## src/rtl/uart_pio_sequencer.sv

```systemverilog
// HPS-facing command decoder and byte buffering between the UART PIO exports and a UART core.
// Strobed commands access TX/RX FIFOs, sticky status and control; pio_rdata is registered each cycle.
module uart_pio_sequencer #(
    parameter int unsigned DEPTH = 16
) (
    input  logic       clk,
    input  logic       reset,
    input  logic [7:0] pio_data,
    input  logic [3:0] pio_flags,
    input  logic [1:0] pio_addr,
    output logic [7:0] pio_rdata,
    output logic [7:0] tx_data,
    output logic       tx_valid,
    input  logic       tx_ready,
    input  logic [7:0] rx_data,
    input  logic       rx_valid
);

    localparam int unsigned AW = $clog2(DEPTH);
    localparam logic [AW:0]   FULL_CNT = (AW + 1)'(DEPTH);
    localparam logic [AW:0]   CNT_ONE  = 1;
    localparam logic [AW-1:0] PTR_ONE  = 1;

    logic [7:0]    tx_mem [DEPTH];
    logic [7:0]    rx_mem [DEPTH];

    logic          strb_q;
    logic [AW-1:0] tx_wptr_q, tx_wptr_d, tx_rptr_q, tx_rptr_d;
    logic [AW-1:0] rx_wptr_q, rx_wptr_d, rx_rptr_q, rx_rptr_d;
    logic [AW:0]   tx_cnt_q, tx_cnt_d, rx_cnt_q, rx_cnt_d;
    logic          tx_valid_q, tx_valid_d;
    logic [7:0]    tx_data_q, tx_data_d;
    logic          rx_ovr_q, rx_ovr_d, cmd_err_q, cmd_err_d;
    logic [1:0]    cmd_seq_q, cmd_seq_d;
    logic [7:0]    rdata_q, rdata_d;

    logic fire, is_wr;
    logic tx_empty, tx_full, rx_empty, rx_full;
    logic tx_push_req, tx_push, tx_pop, tx_flush;
    logic rx_pop_req, rx_pop, rx_push, rx_flush;
    logic ovr_set, err_set, st_clr;
    logic [AW-1:0] tx_rd_idx;
    logic [7:0] status;

    // Bits [3:2] of the flags PIO are don't-care.
    logic unused_flags;
    assign unused_flags = ^pio_flags[3:2];

    always_comb begin
        fire     = pio_flags[0] & ~strb_q;
        is_wr    = pio_flags[1];
        tx_empty = (tx_cnt_q == '0);
        tx_full  = (tx_cnt_q == FULL_CNT);
        rx_empty = (rx_cnt_q == '0);
        rx_full  = (rx_cnt_q == FULL_CNT);

        tx_pop      = tx_valid_q & tx_ready;
        tx_flush    = fire & is_wr & (pio_addr == 2'd3) & pio_data[0];
        rx_flush    = fire & is_wr & (pio_addr == 2'd3) & pio_data[1];
        tx_push_req = fire & is_wr & (pio_addr == 2'd0);
        tx_push     = tx_push_req & (~tx_full | tx_pop);
        rx_pop_req  = fire & ~is_wr & (pio_addr == 2'd1);
        rx_pop      = rx_pop_req & ~rx_empty;
        rx_push     = rx_valid & (~rx_full | rx_pop) & ~rx_flush;
        ovr_set     = rx_valid & rx_full & ~rx_pop & ~rx_flush;
        err_set     = (tx_push_req & ~tx_push) | (rx_pop_req & rx_empty) |
                      (fire & is_wr & ((pio_addr == 2'd1) | (pio_addr == 2'd2)));
        st_clr      = fire & ~is_wr & (pio_addr == 2'd2);
        status      = {cmd_seq_q, cmd_err_q, rx_ovr_q, rx_full, rx_empty, tx_full, tx_empty};
    end

    always_comb begin
        tx_cnt_d  = tx_cnt_q;
        tx_wptr_d = tx_push ? tx_wptr_q + PTR_ONE : tx_wptr_q;
        tx_rptr_d = tx_pop ? tx_rptr_q + PTR_ONE : tx_rptr_q;
        if (tx_push && !tx_pop) begin
            tx_cnt_d = tx_cnt_q + CNT_ONE;
        end else if (!tx_push && tx_pop) begin
            tx_cnt_d = tx_cnt_q - CNT_ONE;
        end
        if (tx_flush) begin
            tx_cnt_d  = '0;
            tx_wptr_d = '0;
            tx_rptr_d = '0;
        end

        // Output stage looks past the current pop but not at a same-cycle push.
        tx_rd_idx  = tx_pop ? tx_rptr_q + PTR_ONE : tx_rptr_q;
        tx_valid_d = ~tx_flush & ((tx_pop ? tx_cnt_q - CNT_ONE : tx_cnt_q) != '0);
        tx_data_d  = tx_mem[tx_rd_idx];

        rx_cnt_d  = rx_cnt_q;
        rx_wptr_d = rx_push ? rx_wptr_q + PTR_ONE : rx_wptr_q;
        rx_rptr_d = rx_pop ? rx_rptr_q + PTR_ONE : rx_rptr_q;
        if (rx_push && !rx_pop) begin
            rx_cnt_d = rx_cnt_q + CNT_ONE;
        end else if (!rx_push && rx_pop) begin
            rx_cnt_d = rx_cnt_q - CNT_ONE;
        end
        if (rx_flush) begin
            rx_cnt_d  = '0;
            rx_wptr_d = '0;
            rx_rptr_d = '0;
        end

        rx_ovr_d  = ovr_set | (rx_ovr_q & ~st_clr);
        cmd_err_d = err_set | (cmd_err_q & ~st_clr);
        cmd_seq_d = fire ? cmd_seq_q + 2'd1 : cmd_seq_q;

        rdata_d = 8'h00;
        unique case (pio_addr)
            2'd0: rdata_d = 8'(tx_cnt_q);
            2'd1: rdata_d = rx_empty ? 8'h00 : rx_mem[rx_rptr_q];
            2'd2: rdata_d = status;
            2'd3: rdata_d = 8'(rx_cnt_q);
            default: rdata_d = 8'h00;
        endcase
    end

    always_ff @(posedge clk) begin
        if (tx_push) begin
            tx_mem[tx_wptr_q] <= pio_data;
        end
        if (rx_push) begin
            rx_mem[rx_wptr_q] <= rx_data;
        end
    end

    always_ff @(posedge clk or posedge reset) begin
        if (reset) begin
            strb_q     <= 1'b0;
            tx_wptr_q  <= '0;
            tx_rptr_q  <= '0;
            tx_cnt_q   <= '0;
            rx_wptr_q  <= '0;
            rx_rptr_q  <= '0;
            rx_cnt_q   <= '0;
            tx_valid_q <= 1'b0;
            tx_data_q  <= 8'h00;
            rx_ovr_q   <= 1'b0;
            cmd_err_q  <= 1'b0;
            cmd_seq_q  <= 2'd0;
            rdata_q    <= 8'h00;
        end else begin
            strb_q     <= pio_flags[0];
            tx_wptr_q  <= tx_wptr_d;
            tx_rptr_q  <= tx_rptr_d;
            tx_cnt_q   <= tx_cnt_d;
            rx_wptr_q  <= rx_wptr_d;
            rx_rptr_q  <= rx_rptr_d;
            rx_cnt_q   <= rx_cnt_d;
            tx_valid_q <= tx_valid_d;
            tx_data_q  <= tx_data_d;
            rx_ovr_q   <= rx_ovr_d;
            cmd_err_q  <= cmd_err_d;
            cmd_seq_q  <= cmd_seq_d;
            rdata_q    <= rdata_d;
        end
    end

    assign pio_rdata = rdata_q;
    assign tx_valid  = tx_valid_q;
    assign tx_data   = tx_data_q;

endmodule

```

## config.mk

```make
export PLATFORM = sky130hd
export DESIGN_NAME = uart_pio_sequencer
export DESIGN_NICKNAME = d
export VERILOG_FILES = /design/src/rtl/uart_pio_sequencer.sv
export SDC_FILE = /design/constraint.sdc
export NUM_CORES = 1
export LEC_CHECK = 0
export BUFFER_PORTS_ARGS = -buffer_cell sky130_fd_sc_hd__buf_2
export CAP_MARGIN = 25
export CORE_MARGIN = 4
export CORE_UTILIZATION = 33
export DETAILED_ROUTE_END_ITERATION = 7
export SLEW_MARGIN = 20
export SYNTH_ARGS = -nofsm -noshare
export SYNTH_HDL_FRONTEND = slang
export SYNTH_SLANG_ARGS = --single-unit
export TNS_END_PERCENT = 30
```

## constraint.sdc

```tcl
create_clock -name clk -period 6.6 [get_ports clk]
set_input_delay 0 -clock clk [delete_from_list [all_inputs] [get_ports clk]]
set_output_delay 0 -clock clk [all_outputs]
set_load 0.05 [all_outputs]
```

==> reports/results.txt <==
first-pass GRT wire length = 47,700 um
Top Ports = 43
die height = 212 um
Sw Share = 0.337
crit path cell chain = ha_1, nand3_1, o22ai_1, nand2_1, o2111ai_1, a221o_1
Pleak = 5.40 nW
clk buf depth = 3
Tcrit/Tclk final = 0.481
Worst path slowest cell = o22ai_1
Util after Layout = 0.384
top cells by count, synth = edfxtp_1, nand2_1, nand2b_1, dfrtp_1, nor2_1
critical path startpoint category = register
placeable core region = 0.0409 mm2
final setup fails = 0
final instance area = 0.0157 mm2
Final Hold Viols = 0
Mapped Area = 0.0137 mm2
Worst IR Drop VDD = 0.189 mV
CP top delay family = compound AO/OA/AOI/OAI gates
post-route ant nets = 0
Power Dens Cells = 397 mW/mm2
crit path time final = 3.17 ns
Flop pwr share = 0.396
cts bufs inserted = 35
WP depth = 6
top area cells in the synthesized netlist = edfxtp_1, dfrtp_1, mux4_2
H-tree depth = 2
GRT Overall Usage = 0.137
Distinct cells, synth = 70
layout cells sized above 1 = 0.162
worst-margin pin slew = 1.02 ns
CP arrival = 3.63 ns
depth of the most critical reg-to-reg path = 6
HP Class = in -> reg
Net Count, Synth = 971
RePlAce Congestion = 0.756
top-count cell post-synth = edfxtp_1
DRT iter0 DRCs = 607
critical path type = reg -> reg
FP Rows = 74
Int Power = 0.00413 W
Setup crit end kind = register
DIE AREA = 0.0448 mm2
CP required = 7.05 ns
Synth top area share = 0.562
Max FO, Critical Path = 16
Slew Viols, Final = 0
vias in the first global route = 8,004
via count = 7,976
Max-cap violations = 0
setup slack, reg-to-reg = 3.43 ns
Syn Inst Count = 924
CTS root buf = clkbuf_16
P&R area growth vs syn = 14.8%
Max Clock Skew = 0.0155 ns
slowest stage delay, CP = 0.75 ns
TritonRoute pass-1 iters = 5
GRT Residual Overflow = 0
unrepaired setup endpoints after global routing = no
initial antenna violation count = 1
Synth Flop Type = edfxtp_1
Starting Density = 0.334
Antenna Cells = 0
Synth Warn # = 0
Clock Power Share = 0.303
Nets = 1,024
Max Fclk = 0.315 GHz
port bufs = 40
drt drc = 0
crit path buf inv count = 0
status = complete, no violations
worst skew pair latency = 0.53 ns
clk slew on worst S/H paths = 0.06 ns
flops & latches, synth = 304
drt wl/cell = 19.8 um
Via density = 5.20
dpl cell area = 0.0144 mm2
area leader, netlist = edfxtp_1
asr flop ratio synth = 0.158
dpl hpwl = 19,400 um
Comb pwr share = 0.301
register area share after synthesis = 0.649
Setup TNS Final = 0 ns
Total Routed Length = 30,400 um
Syn Area/Cell = 14.8 um2
largest net degree at the start of global routing = 97
CTS tree = done
slew margin rel. = 0.321
# resized after CTS = 0
Hold Path Cell Cnt = 4
Die Wd = 212 um
NetSw = 0.00210 W
number of enable flip-flop cells after synthesis = 256
clk sinks = 304
[path summary, 6_finish.rpt]
check                                              start                  endpoint
worst min register to register  cmd_seq_q[1]$_DFFE_PP0N_  cmd_seq_q[1]$_DFFE_PP0N_
min in group asynchronous                          reset      tx_data[5]$_DFF_PP0_
worst max register to register    tx_rptr_q[1]$_DFF_PP0_      tx_data[0]$_DFF_PP0_
worst min-delay path                            tx_ready    tx_rptr_q[1]$_DFF_PP0_
worst max-delay path              tx_rptr_q[1]$_DFF_PP0_      tx_data[0]$_DFF_PP0_
max in group asynchronous                          reset  rx_rptr_q[1]$_DFFE_PP0P_
[worst reg2reg max path: stages, from the launching register on]
cell and delay (ns):
dfrtp_1 0.56, ha_1 0.61, nand3_1 0.15, o22ai_1 0.75
nand2_1 0.39, o2111ai_1 0.45, a221o_1 0.19
[metal layers]
metal / global-route usage / wire [um] / vias to the layer above
met5: 0 / 13 / -
met4: 0.0367 / 639 / 2
met2: 0.225 / 14900 / 157
met1: 0.192 / 13700 / 4048
met3: 0.0197 / 1220 / 49
li1: - / - / 3720
[state kept, by name (all words and copies together), names as in the netlist]
register   flops
cmd_seq_q      2
tx_wptr_q      4
strb_q         1
rx_ovr_q       1
cmd_err_q      1
rx_wptr_q      4
pio_rdata      8
rx_cnt_q       5
tx_rptr_q      4
tx_mem       128
rx_mem       128
rx_rptr_q      4
tx_data        8
tx_valid       1
tx_cnt_q       5
[cell usage in the layout (no fill, tap or decap), types with 6 or more instances in the layout]
cell type | netlist | final
nor2b_1 | 10 | 10
nor2_1 | 43 | 43
mux2i_1 | 6 | 6
inv_1 | 22 | 21
a21oi_1 | 25 | 25
buf_2 | 11 | 40
dfrtp_1 | 48 | 46
and2_1 | 21 | 21
clkbuf_16 | 0 | 35
dlygate4sd3_1 | 0 | 22
mux4_2 | 35 | 35
clkinv_1 | 1 | 6
buf_4 | 3 | 12
a22oi_1 | 39 | 39
clkbuf_1 | 38 | 6
edfxtp_1 | 256 | 256
a211oi_1 | 29 | 29
a311oi_1 | 6 | 6
o211ai_1 | 18 | 18
xor2_1 | 10 | 10
nand2b_1 | 53 | 53
a211o_1 | 6 | 6
ha_1 | 20 | 20
a221o_1 | 8 | 8
o21ai_0 | 17 | 17
mux4_1 | 11 | 11
xnor2_1 | 7 | 7
nor3_1 | 6 | 6
o2111ai_1 | 11 | 11
nand2_1 | 68 | 68
and3_1 | 7 | 7
nand3_1 | 16 | 16
[kinds of logic (layout without fill, tap and decap cells)]
family	after synthesis	in the layout	synth area share
buf+inv	82	159	0.0289
flops	304	304	0.649
fa+ha+maj	21	21	0.0197
compound gates	183	183	0.0996
simple gates	263	263	0.105
xor+xnor	19	19	0.0141
mux	52	52	0.0831
[through the flow]
stage                     std cells  setup WS, ns  hold slack, ns  power, W
after global routing           1533          3.15           0.166   0.00656
final                          1533          3.43           0.126   0.00623
after floorplan                 924          3.77          0.0314   0.00390
after detailed placement       1450          3.47           0.176   0.00437
after global placement         1449          3.50           0.174   0.00432
after CTS                      1533          3.39          0.0956   0.00630
[power groups by stage]
stage / Sequential, W / Clock [W] / Combinational [W]
2_1_floorplan: 0.00255 / 0 / 0.00135
3_3_place_gp: 0.00250 / 0 / 0.00182
3_5_place_dp: 0.00251 / 0 / 0.00186
4_1_cts: 0.00247 / 0.00193 / 0.00189
5_1_grt: 0.00250 / 0.00201 / 0.00205
6_report: 0.00247 / 0.00189 / 0.00188
[repair_timing]
item                                   4_1_cts  5_1_grt
hold buffers                                22        0
setup buffers                                0        0
endpoints found under the hold margin      314        0
[cell type report]
| cell class | instances | area (um2) |
|---|---|---|
| clock inverter | 19 | 218 |
| timing repair buffer | 75 | 526 |
| inverter | 23 | 86.3 |
| fill | 3841 | 25200 |
| clock buffer | 42 | 912 |
| sequential | 304 | 8890 |
| tap | 532 | 666 |
| multi-input combinational | 538 | 4420 |
No activity file was read; power rests on OpenSTA's default activity.
